==> config.mk <==
export PLATFORM = sky130hd
export DESIGN_NAME = rot_frame_capture
export DESIGN_NICKNAME = d
export VERILOG_FILES = /design/src/rtl/img_pkg.sv /design/src/rtl/stream_delay_line.sv /design/src/rtl/rot_frame_capture.sv
export SDC_FILE = /design/constraint.sdc
export NUM_CORES = 1
export LEC_CHECK = 0
export CORE_UTILIZATION = 61
export CTS_CLUSTER_SIZE = 40
export DETAILED_ROUTE_END_ITERATION = 10
export DONT_BUFFER_PORTS = 1
export PLACE_DENSITY = 0.77
export SLEW_MARGIN = 40
export SYNTH_ARGS = -nofsm -noshare
export SYNTH_HDL_FRONTEND = slang
export SYNTH_HIERARCHICAL = 1
export SYNTH_SLANG_ARGS = --single-unit
==> constraint.sdc <==
create_clock -name Clk_in -period 3.1 [get_ports Clk_in]
set_clock_uncertainty 0.15 [all_clocks]
set_input_delay 0.775 -clock Clk_in [delete_from_list [all_inputs] [get_ports Clk_in]]
set_output_delay 0.775 -clock Clk_in [all_outputs]
set_load 0.1 [all_outputs]
==> src/rtl/img_pkg.sv <==
// Shared types and defaults for the rotated-image capture path.
// Frame geometry, pixel/address widths and the capture FSM encoding.
package img_pkg;

    localparam int W         = 256;
    localparam int H         = 256;
    localparam int PIX_W     = 24;
    localparam int ADDR_W    = 20;
    localparam int FRAME_PIX = W * H;

    typedef enum logic [1:0] {
        IDLE    = 2'd0,
        CAPTURE = 2'd1,
        DONE    = 2'd2
    } cap_state_t;

endpackage

==> src/rtl/stream_delay_line.sv <==
// Fixed-depth register chain, cleared by synchronous reset.
// Ports: Clk_in, Reset (sync, active high), din[WIDTH], dout[WIDTH] (din delayed DEPTH cycles).
module stream_delay_line #(
    parameter int WIDTH = 1,
    parameter int DEPTH = 1
) (
    input  logic             Clk_in,
    input  logic             Reset,
    input  logic [WIDTH-1:0] din,
    output logic [WIDTH-1:0] dout
);

    logic [WIDTH-1:0] stage [DEPTH];

    always_ff @(posedge Clk_in) begin
        if (Reset) begin
            for (int i = 0; i < DEPTH; i++) begin
                stage[i] <= '0;
            end
        end else begin
            stage[0] <= din;
            for (int i = 1; i < DEPTH; i++) begin
                stage[i] <= stage[i-1];
            end
        end
    end

    assign dout = stage[DEPTH-1];

endmodule

==> src/rtl/rot_frame_capture.sv <==
// Captures the rotated-image stream into a linear frame-buffer write port.
// Ports: Clk_in, Reset (sync, active high); stream in: Start_out, H_Valid_out,
//   H_Jump_out, R_Bmp_Data; write port out: mem_we, mem_addr, mem_data;
//   status out: busy, frame_done, pix_cnt, err_line, err_stray, err_restart.
module rot_frame_capture #(
    parameter int W        = img_pkg::W,
    parameter int H        = img_pkg::H,
    parameter int PIX_W    = img_pkg::PIX_W,
    parameter int ADDR_W   = img_pkg::ADDR_W,
    parameter int PIPE_DLY = 2
) (
    input  logic              Clk_in,
    input  logic              Reset,
    input  logic              Start_out,
    input  logic              H_Valid_out,
    input  logic              H_Jump_out,
    input  logic [PIX_W-1:0]  R_Bmp_Data,
    output logic              mem_we,
    output logic [ADDR_W-1:0] mem_addr,
    output logic [PIX_W-1:0]  mem_data,
    output logic              busy,
    output logic              frame_done,
    output logic [ADDR_W-1:0] pix_cnt,
    output logic              err_line,
    output logic              err_stray,
    output logic              err_restart
);

    import img_pkg::cap_state_t;
    import img_pkg::IDLE;
    import img_pkg::CAPTURE;
    import img_pkg::DONE;

    localparam int                BW     = PIX_W + 3;
    localparam int                NPIX   = W * H;
    localparam logic [ADDR_W-1:0] LAST_A = ADDR_W'(NPIX - 1);
    localparam logic [ADDR_W-1:0] LINE_N = ADDR_W'(W);

    logic              start_d;
    logic              hv_d;
    logic              hj_d;
    logic [PIX_W-1:0]  data_d;

    cap_state_t        state;
    cap_state_t        state_nx;
    logic [ADDR_W-1:0] col;

    logic              in_cap;
    logic              wr;
    logic [ADDR_W-1:0] wr_addr;
    logic              last;
    logic              set_line;
    logic              set_stray;
    logic              set_restart;

    stream_delay_line #(
        .WIDTH (BW),
        .DEPTH (PIPE_DLY)
    ) u_dly (
        .Clk_in (Clk_in),
        .Reset  (Reset),
        .din    ({Start_out, H_Valid_out, H_Jump_out, R_Bmp_Data}),
        .dout   ({start_d, hv_d, hj_d, data_d})
    );

    // State register
    always_ff @(posedge Clk_in) begin
        if (Reset) begin
            state <= IDLE;
        end else begin
            state <= state_nx;
        end
    end

    // Next state; a Start always (re)enters CAPTURE, the last pixel wins
    always_comb begin
        state_nx = state;
        unique case (state)
            IDLE:    state_nx = start_d ? CAPTURE : IDLE;
            CAPTURE: state_nx = CAPTURE;
            DONE:    state_nx = start_d ? CAPTURE : IDLE;
            default: state_nx = IDLE;
        endcase
        if (last) begin
            state_nx = DONE;
        end
    end

    // Decode: write strobe, address and error events for this cycle.
    // Start carries pixel 0 in any state, so it never counts as stray.
    always_comb begin
        in_cap      = (state == CAPTURE);
        wr          = start_d | (in_cap & hv_d);
        wr_addr     = start_d ? '0 : pix_cnt;
        last        = wr && (wr_addr == LAST_A);
        set_restart = start_d & in_cap;
        set_stray   = ~start_d & ~in_cap & (hv_d | hj_d);
        set_line    = hj_d & (start_d | (in_cap & (hv_d | (col != LINE_N))));
    end

    assign busy = (state == CAPTURE);

    always_ff @(posedge Clk_in) begin
        if (Reset) begin
            mem_we      <= 1'b0;
            mem_addr    <= '0;
            mem_data    <= '0;
            frame_done  <= 1'b0;
            pix_cnt     <= '0;
            col         <= '0;
            err_line    <= 1'b0;
            err_stray   <= 1'b0;
            err_restart <= 1'b0;
        end else begin
            mem_we     <= wr;
            frame_done <= last;
            if (wr) begin
                mem_addr <= wr_addr;
                mem_data <= data_d;
                pix_cnt  <= wr_addr + 1'b1;
            end
            if (hj_d && (start_d || in_cap)) begin
                col <= '0;
            end else if (start_d) begin
                col <= ADDR_W'(1);
            end else if (in_cap && hv_d) begin
                col <= col + 1'b1;
            end
            err_line    <= err_line | set_line;
            err_stray   <= err_stray | set_stray;
            err_restart <= err_restart | set_restart;
        end
    end

endmodule
==> flow_metrics.tcl, run 1 <==
set metrics [dict create \
    drt_iter0_drc 224 \
    crit_family "buffers and inverters" \
    min_to "mem_data[8]" \
    cts_buffer_depth 2 \
    drtAntennaViolNets 0 \
    slew_viol_final 0 \
    clock_latency_ps 510 \
    seq_power_share_pct 48.0 \
    crit_arrival_ps 1730 \
    leakage_uw 0.00235 \
    synthArstFlopShare_pct 0 \
    p_sw_share_pct 22.9 \
    r2r_start "pix_cnt[1]" \
    worst_r2r_path_depth 6 \
    r2r_slack_ps 620 \
    max_freq_ghz 0.377 \
    critPathCaptureType "output port" \
    firstDrtPassIters 5 \
    clk_pin_slew_ps 60 \
    setup_viol 0 \
    antenna_found_initial 1 \
    drv_cap 0 \
    start_util_pct 64.2 \
    cp_max_fo 5 \
    cp-start-kind "register" \
    synthCells 595 \
    fp.dieH_um 95.9 \
    cts_setup_buffers 0 \
    timing.rr.end "state[0]" \
    cts_resized 0 \
    grtUsageTotal_pct 24.3 \
    hp-start "Reset" \
    nets 632 \
    critPathKind "reg2out" \
    finalWeightedCongestion 0.843 \
    synth_edf_count 0 \
    ios 99 \
    slew_headroom_pct 57.7 \
    cp_common_cell "buf_4" \
    syn_avg_cell_area_um2 9.04 \
    grt_max_degree 96 \
    hold_buffers 0 \
    synth-main-ff-cell "dfxtp_1" \
    core_area_mm2 0.00838 \
    viasPerCell 5.62 \
    io_buffers 0 \
    critPathRequiredTime_ps 2170 \
    numCtsBuffers 17 \
    final-hold-violation-count 0 \
    clock_sinks 144 \
    crit_slowest_cell "buf_4" \
    combPwrFrac_pct 3.0 \
    ys_warn_count 6 \
    first_global_vias 3770 \
    finalSetupTns_ps 0 \
    run_status "finished clean" \
    min_period_ps 2650 \
    final_layout_size_suffix_gt1_share_pct 20.8 \
    tightest_slew_ps 628 \
    syn_to_final_growth_pct 14.3 \
    irDropWorstVdd_mv 0.429 \
    ys_types 51 \
    critPathBufInv 2 \
    holdPathStages 1 \
    cts-root-buf "clkbuf_8" \
    yosysSeqAreaShare_pct 53.6 \
    cp_cell_sequence "buf_4 > nor2b_2 > buf_4" \
    core.rowCount 33 \
    die_x_um 95.9 \
    wl_per_cell_um 15.0 \
    fin_cells 718 \
    p_int_uw 3110 \
    clkPwrFrac_pct 48.9 \
    wl_um 10800 \
    synth_seq_cells 144 \
    fin_crit_sh_pct 85.6 \
    synth_nets 627 \
    grt_pass1_wl_um 17200 \
    drc 0 \
    p_switching_uw 925 \
    p_per_area_mw_per_mm2 656 \
    dp_hpwl_um 6800 \
    h-tree-depth 4 \
    rsz0062_at_grt "no" \
    die_area_mm2 0.00919 \
    cts_tree "done" \
    hold_class "in2reg" \
    place_inst 686 \
    vias 4037 \
    synth.cell_area_mm2 0.00538 \
    cpPeakStageDelay_ps 360 \
    gr-total-overflow 0 \
]
[routing by layer]
metal	vias to the layer above	wire length, um	global-route usage (%)
met5	-	0	0
met4	0	140	9.20
met3	15	692	7.03
met2	133	5480	42.7
met1	1906	4450	27.9
li1	1983	-	-
[placed cells by master, fill, tap and decap left out, drive strengths merged, types with 3 or more instances in the layout]
master  instances
nor2           34
nand4          12
nand2         110
o21ai           7
ha              3
xor2            8
and4            3
nand3          11
nor3            4
or4             9
or3             6
xnor2           9
dfxtp         144
nand4b          3
a31o            3
buf            43
nor4            9
a21oi          64
clkinv          3
o31ai           4
nor2b          59
inv            15
clkbuf         18
[layout make-up]
| type | count | area (um2) |
|---|---|---|
| diodes | 1 | 2.50 |
| clock buffers | 18 | 428 |
| clock inverters | 13 | 149 |
| fillers | 612 | 2230 |
| inverters | 9 | 33.8 |
| multi-input cells | 385 | 2150 |
| flip-flops and latches | 144 | 2930 |
| well taps | 105 | 131 |
| repair buffers | 43 | 323 |
[flip-flops by register name, indices dropped and copies added, names as in the netlist]
register,flops
u_dly/stage,54
mem_data,24
col,20
mem_addr,20
pix_cnt,20
state,2
err_line,1
err_restart,1
err_stray,1
mem_we,1
[how the worst max path moves through the flow]
stage                           from  endpoint  slack, ps  cells after the start
final                       state[1]      busy        450                      3
after global routing        state[1]      busy        400                      3
after CTS                   state[1]      busy        440                      3
after detailed placement  pix_cnt[0]  state[0]        730                      6
after global placement    pix_cnt[0]  state[0]        800                      6
after floorplan           pix_cnt[0]  state[0]        110                      6
[power by group through the flow]
stage,Combinational [uW],Clock [uW],Sequential (uW)
final,122,1970,1940
after global routing,132,2070,1940
after CTS,122,1990,1940
after detailed placement,121,0,1980
after global placement,118,0,1980
after floorplan,107,0,2000
[worst register-to-register path: stages, from the launching register on]
cell and delay, ps:
dfxtp_1 330, nor2b_1 190, ha_1 220, nand4b_1 260, or3_4 430, or4_4 550
a31o_1 230
[cell families after synthesis]
family | after synthesis | share of synthesized area (%)
AOI/OAI and AO/OA | 91 | 9.59
xor gates and xnor gates | 17 | 2.77
adders and majority gates | 3 | 0.698
buffers and inverters | 66 | 6.65
DFF | 144 | 53.6
muxes | 2 | 0.396
and+or+nand+nor | 272 | 26.3
[cells in the mapped netlist, types with 4 or more instances]
library cell  instances  area [um2]
a21oi_1              64         320
buf_1                 7        26.3
buf_2                 7        35.0
buf_4                27         203
clkbuf_1             16        60.1
dfxtp_1             144        2880
inv_1                 9        33.8
nand2_1             110         413
nand3_1              11        55.1
nand4_1              11        68.8
nor2_1               34         128
nor2b_1              59         369
nor3_1                4        20.0
nor4_1                8        50.1
o21ai_0               7        35.0
o31ai_1               4        30.0
or4_1                 8        60.1
xnor2_1               9        78.8
xor2_1                8        70.1
[per-stage QoR]
stage | power (uW) | setup WS [ps] | cell area (um2) | util (%) | hold WS, ps
after global routing | 4150 | 405 | 6150 | 73.4 | 157
after global placement | 2090 | 804 | 5510 | 65.8 | 266
final | 4030 | 445 | 6150 | 73.4 | 174
after detailed placement | 2100 | 735 | 5560 | 66.3 | 265
after CTS | 4050 | 445 | 6130 | 73.2 | 153
after floorplan | 2100 | 110 | 5380 | - | 264
(Power assumes the default switching activity.)
==> run 2, diff against run 1 <==
--- a/config.mk
+++ b/config.mk
@@ -9,6 +9,7 @@
 export CTS_CLUSTER_SIZE = 40
 export DETAILED_ROUTE_END_ITERATION = 10
 export DONT_BUFFER_PORTS = 1
+export HOLD_SLACK_MARGIN = 0.12
 export PLACE_DENSITY = 0.77
 export SLEW_MARGIN = 40
 export SYNTH_ARGS = -nofsm -noshare
==> results of run 2 <==
Final layout, timing and power as in run 1 (identical DEF).
==> run 3, diff against run 2 <==
--- a/config.mk
+++ b/config.mk
@@ -5,12 +5,13 @@
 export SDC_FILE = /design/constraint.sdc
 export NUM_CORES = 1
 export LEC_CHECK = 0
+export CORE_MARGIN = 2
 export CORE_UTILIZATION = 61
 export CTS_CLUSTER_SIZE = 40
 export DETAILED_ROUTE_END_ITERATION = 10
 export DONT_BUFFER_PORTS = 1
-export HOLD_SLACK_MARGIN = 0.12
 export PLACE_DENSITY = 0.77
+export SETUP_SLACK_MARGIN = 0.3
 export SLEW_MARGIN = 40
 export SYNTH_ARGS = -nofsm -noshare
 export SYNTH_HDL_FRONTEND = slang
==> run 3 against run 2 <==
Against the previous run: register-to-register slack improved by 90 ps; routed wire length fell by 2.1%; setup slack improved by 66 ps; non-clock buffer count fell by 1; sequential power barely moved; critical endpoint unchanged.
==> flow_metrics.tcl, run 3 (synthesized netlist as in run 1, its figures left out) <==
set metrics [dict create \
    run_status "finished clean" \
    worst_r2r_path_depth 6 \
    slew_headroom_pct 56.7 \
    slew_viol_final 0 \
    critPathKind "reg2out" \
    combPwrFrac_pct 3.0 \
    gr-total-overflow 0 \
    rsz0062_at_grt "no" \
    core.rowCount 34 \
    p_int_uw 3050 \
    min_period_ps 2590 \
    top_regs "u_dly/stage x54, mem_data x24" \
    cts_tree "done" \
    total_power_uw 4050 \
    cp_max_fo 6 \
    firstDrtPassIters 5 \
    finalSetupTns_ps 0 \
    fin_cells 721 \
    hp-start "Reset" \
    nets 631 \
    fp.dieH_um 97.9 \
    start_util_pct 62.3 \
    clk_pin_slew_ps 70 \
    drtAntennaViolNets 0 \
    min_to "mem_data[18]" \
    clock_sinks 144 \
    p_switching_uw 998 \
    final-hold-violation-count 0 \
    die_x_um 97.9 \
    h-tree-depth 4 \
    grt_pass1_wl_um 17900 \
    critPathRequiredTime_ps 2170 \
    tightest_slew_ps 644 \
    place_area_mm2 0.00555 \
    cts-root-buf "clkbuf_8" \
    max_freq_ghz 0.386 \
    vias 3990 \
    r2r_start "pix_cnt[1]" \
    drc 0 \
    dp_hpwl_um 6790 \
    layout_common_cells "109 x nand2_1, 108 x dfxtp_1, 64 x a21oi_1, 58 x nor2b_1, 42 x buf_4" \
    grtUsageTotal_pct 22.8 \
    hold_class "in2reg" \
    die_area_mm2 0.00958 \
    final_common_cell "nand2_1" \
    critPathCaptureType "output port" \
    r2r_slack_ps 710 \
    timing.rr.end "state[0]" \
    p_sw_share_pct 24.6 \
    regMostFlops "u_dly/stage" \
    clkPwrFrac_pct 49.2 \
    cts_buffer_depth 2 \
    final_layout_size_suffix_gt1_share_pct 20.8 \
    irDropWorstVdd_mv 0.483 \
    numCtsBuffers 17 \
    ios 99 \
    hold_slack_ps 169 \
    drv_cap 0 \
    first_global_vias 3838 \
    p_per_area_mw_per_mm2 658 \
    finalInstanceArea_mm2 0.00616 \
    finalWeightedCongestion 0.843 \
    io_buffers 0 \
    place_inst 688 \
    crit_arrival_ps 1660 \
    clock_latency_ps 520 \
    cts_resized 0 \
    viasPerCell 5.53 \
    wl_um 10500 \
    largest_reg_flops 54 \
    holdPathStages 1 \
    fin_crit_sh_pct 83.5 \
    cts_setup_buffers 0 \
    antenna_found_initial 1 \
    drt_iter0_drc 175 \
    grt_max_degree 96 \
    seq_power_share_pct 47.7 \
    setup_viol 0 \
    syn_to_final_growth_pct 14.6 \
    leakage_uw 0.00234 \
    core_area_mm2 0.00864 \
    hold_buffers 0 \
    wl_per_cell_um 14.6 \
    cp-start-kind "register" \
]
[run 3: cell types whose count changed in the layout (fill, tap and decap cells not counted), sizes merged]
cell,change
buf,-1
bufinv,-1
clkbuf,-1
clkinv,+2
clkinvlp,-1
inv,+2
[run 3: per-layer routing]
metal	vias up	GRT usage, %	part of all wire [%]	wire length (um)
met2	139	38.8	51	5360
met4	0	9.08	1.8	191
li1	1987	-	-	-
met3	23	7.73	7.6	797
met5	-	0	0	0
met1	1841	26.3	40	4180
[run 3: worst max path at each step]
stage,cells after the start,slack (ps),end,startpoint
final,3,510,busy,state[1]
after global routing,3,450,busy,state[1]
after CTS,3,500,busy,state[1]
after detailed placement,6,780,state[0],pix_cnt[1]
after global placement,6,820,state[0],pix_cnt[0]
after floorplan,6,130,state[0],pix_cnt[1]
[run 3: stage by stage]
stage,setup slack (ps),util [%]
after CTS,502,71.3
after floorplan,133,-
after global routing,449,71.4
after global placement,823,63.8
final,511,71.4
after detailed placement,781,64.3
[run 3: worst max-delay path, cell delays in order, from the launching register on]
cell and delay [ps]:
dfxtp_1 310, buf_4 240, nor2b_2 230, buf_4 360
[run 3: power groups by stage]
stage / sequential (uW) / clock (uW) / combinational [uW]
after floorplan: 2000 / 0 / 107
after global placement: 1970 / 0 / 120
after detailed placement: 1980 / 0 / 122
after CTS: 1930 / 2030 / 123
after global routing: 1940 / 2110 / 134
final: 1930 / 1990 / 123
[run 3: area by class of cell]
class / instances / area (um2)
antenna: 1 / 2.50
sequential: 144 / 2930
clock inverter: 15 / 189
clock buffer: 17 / 414
tap: 108 / 135
multi-input combinational: 385 / 2140
inverter: 9 / 33.8
fill: 633 / 2470
timing repair buffer: 42 / 315
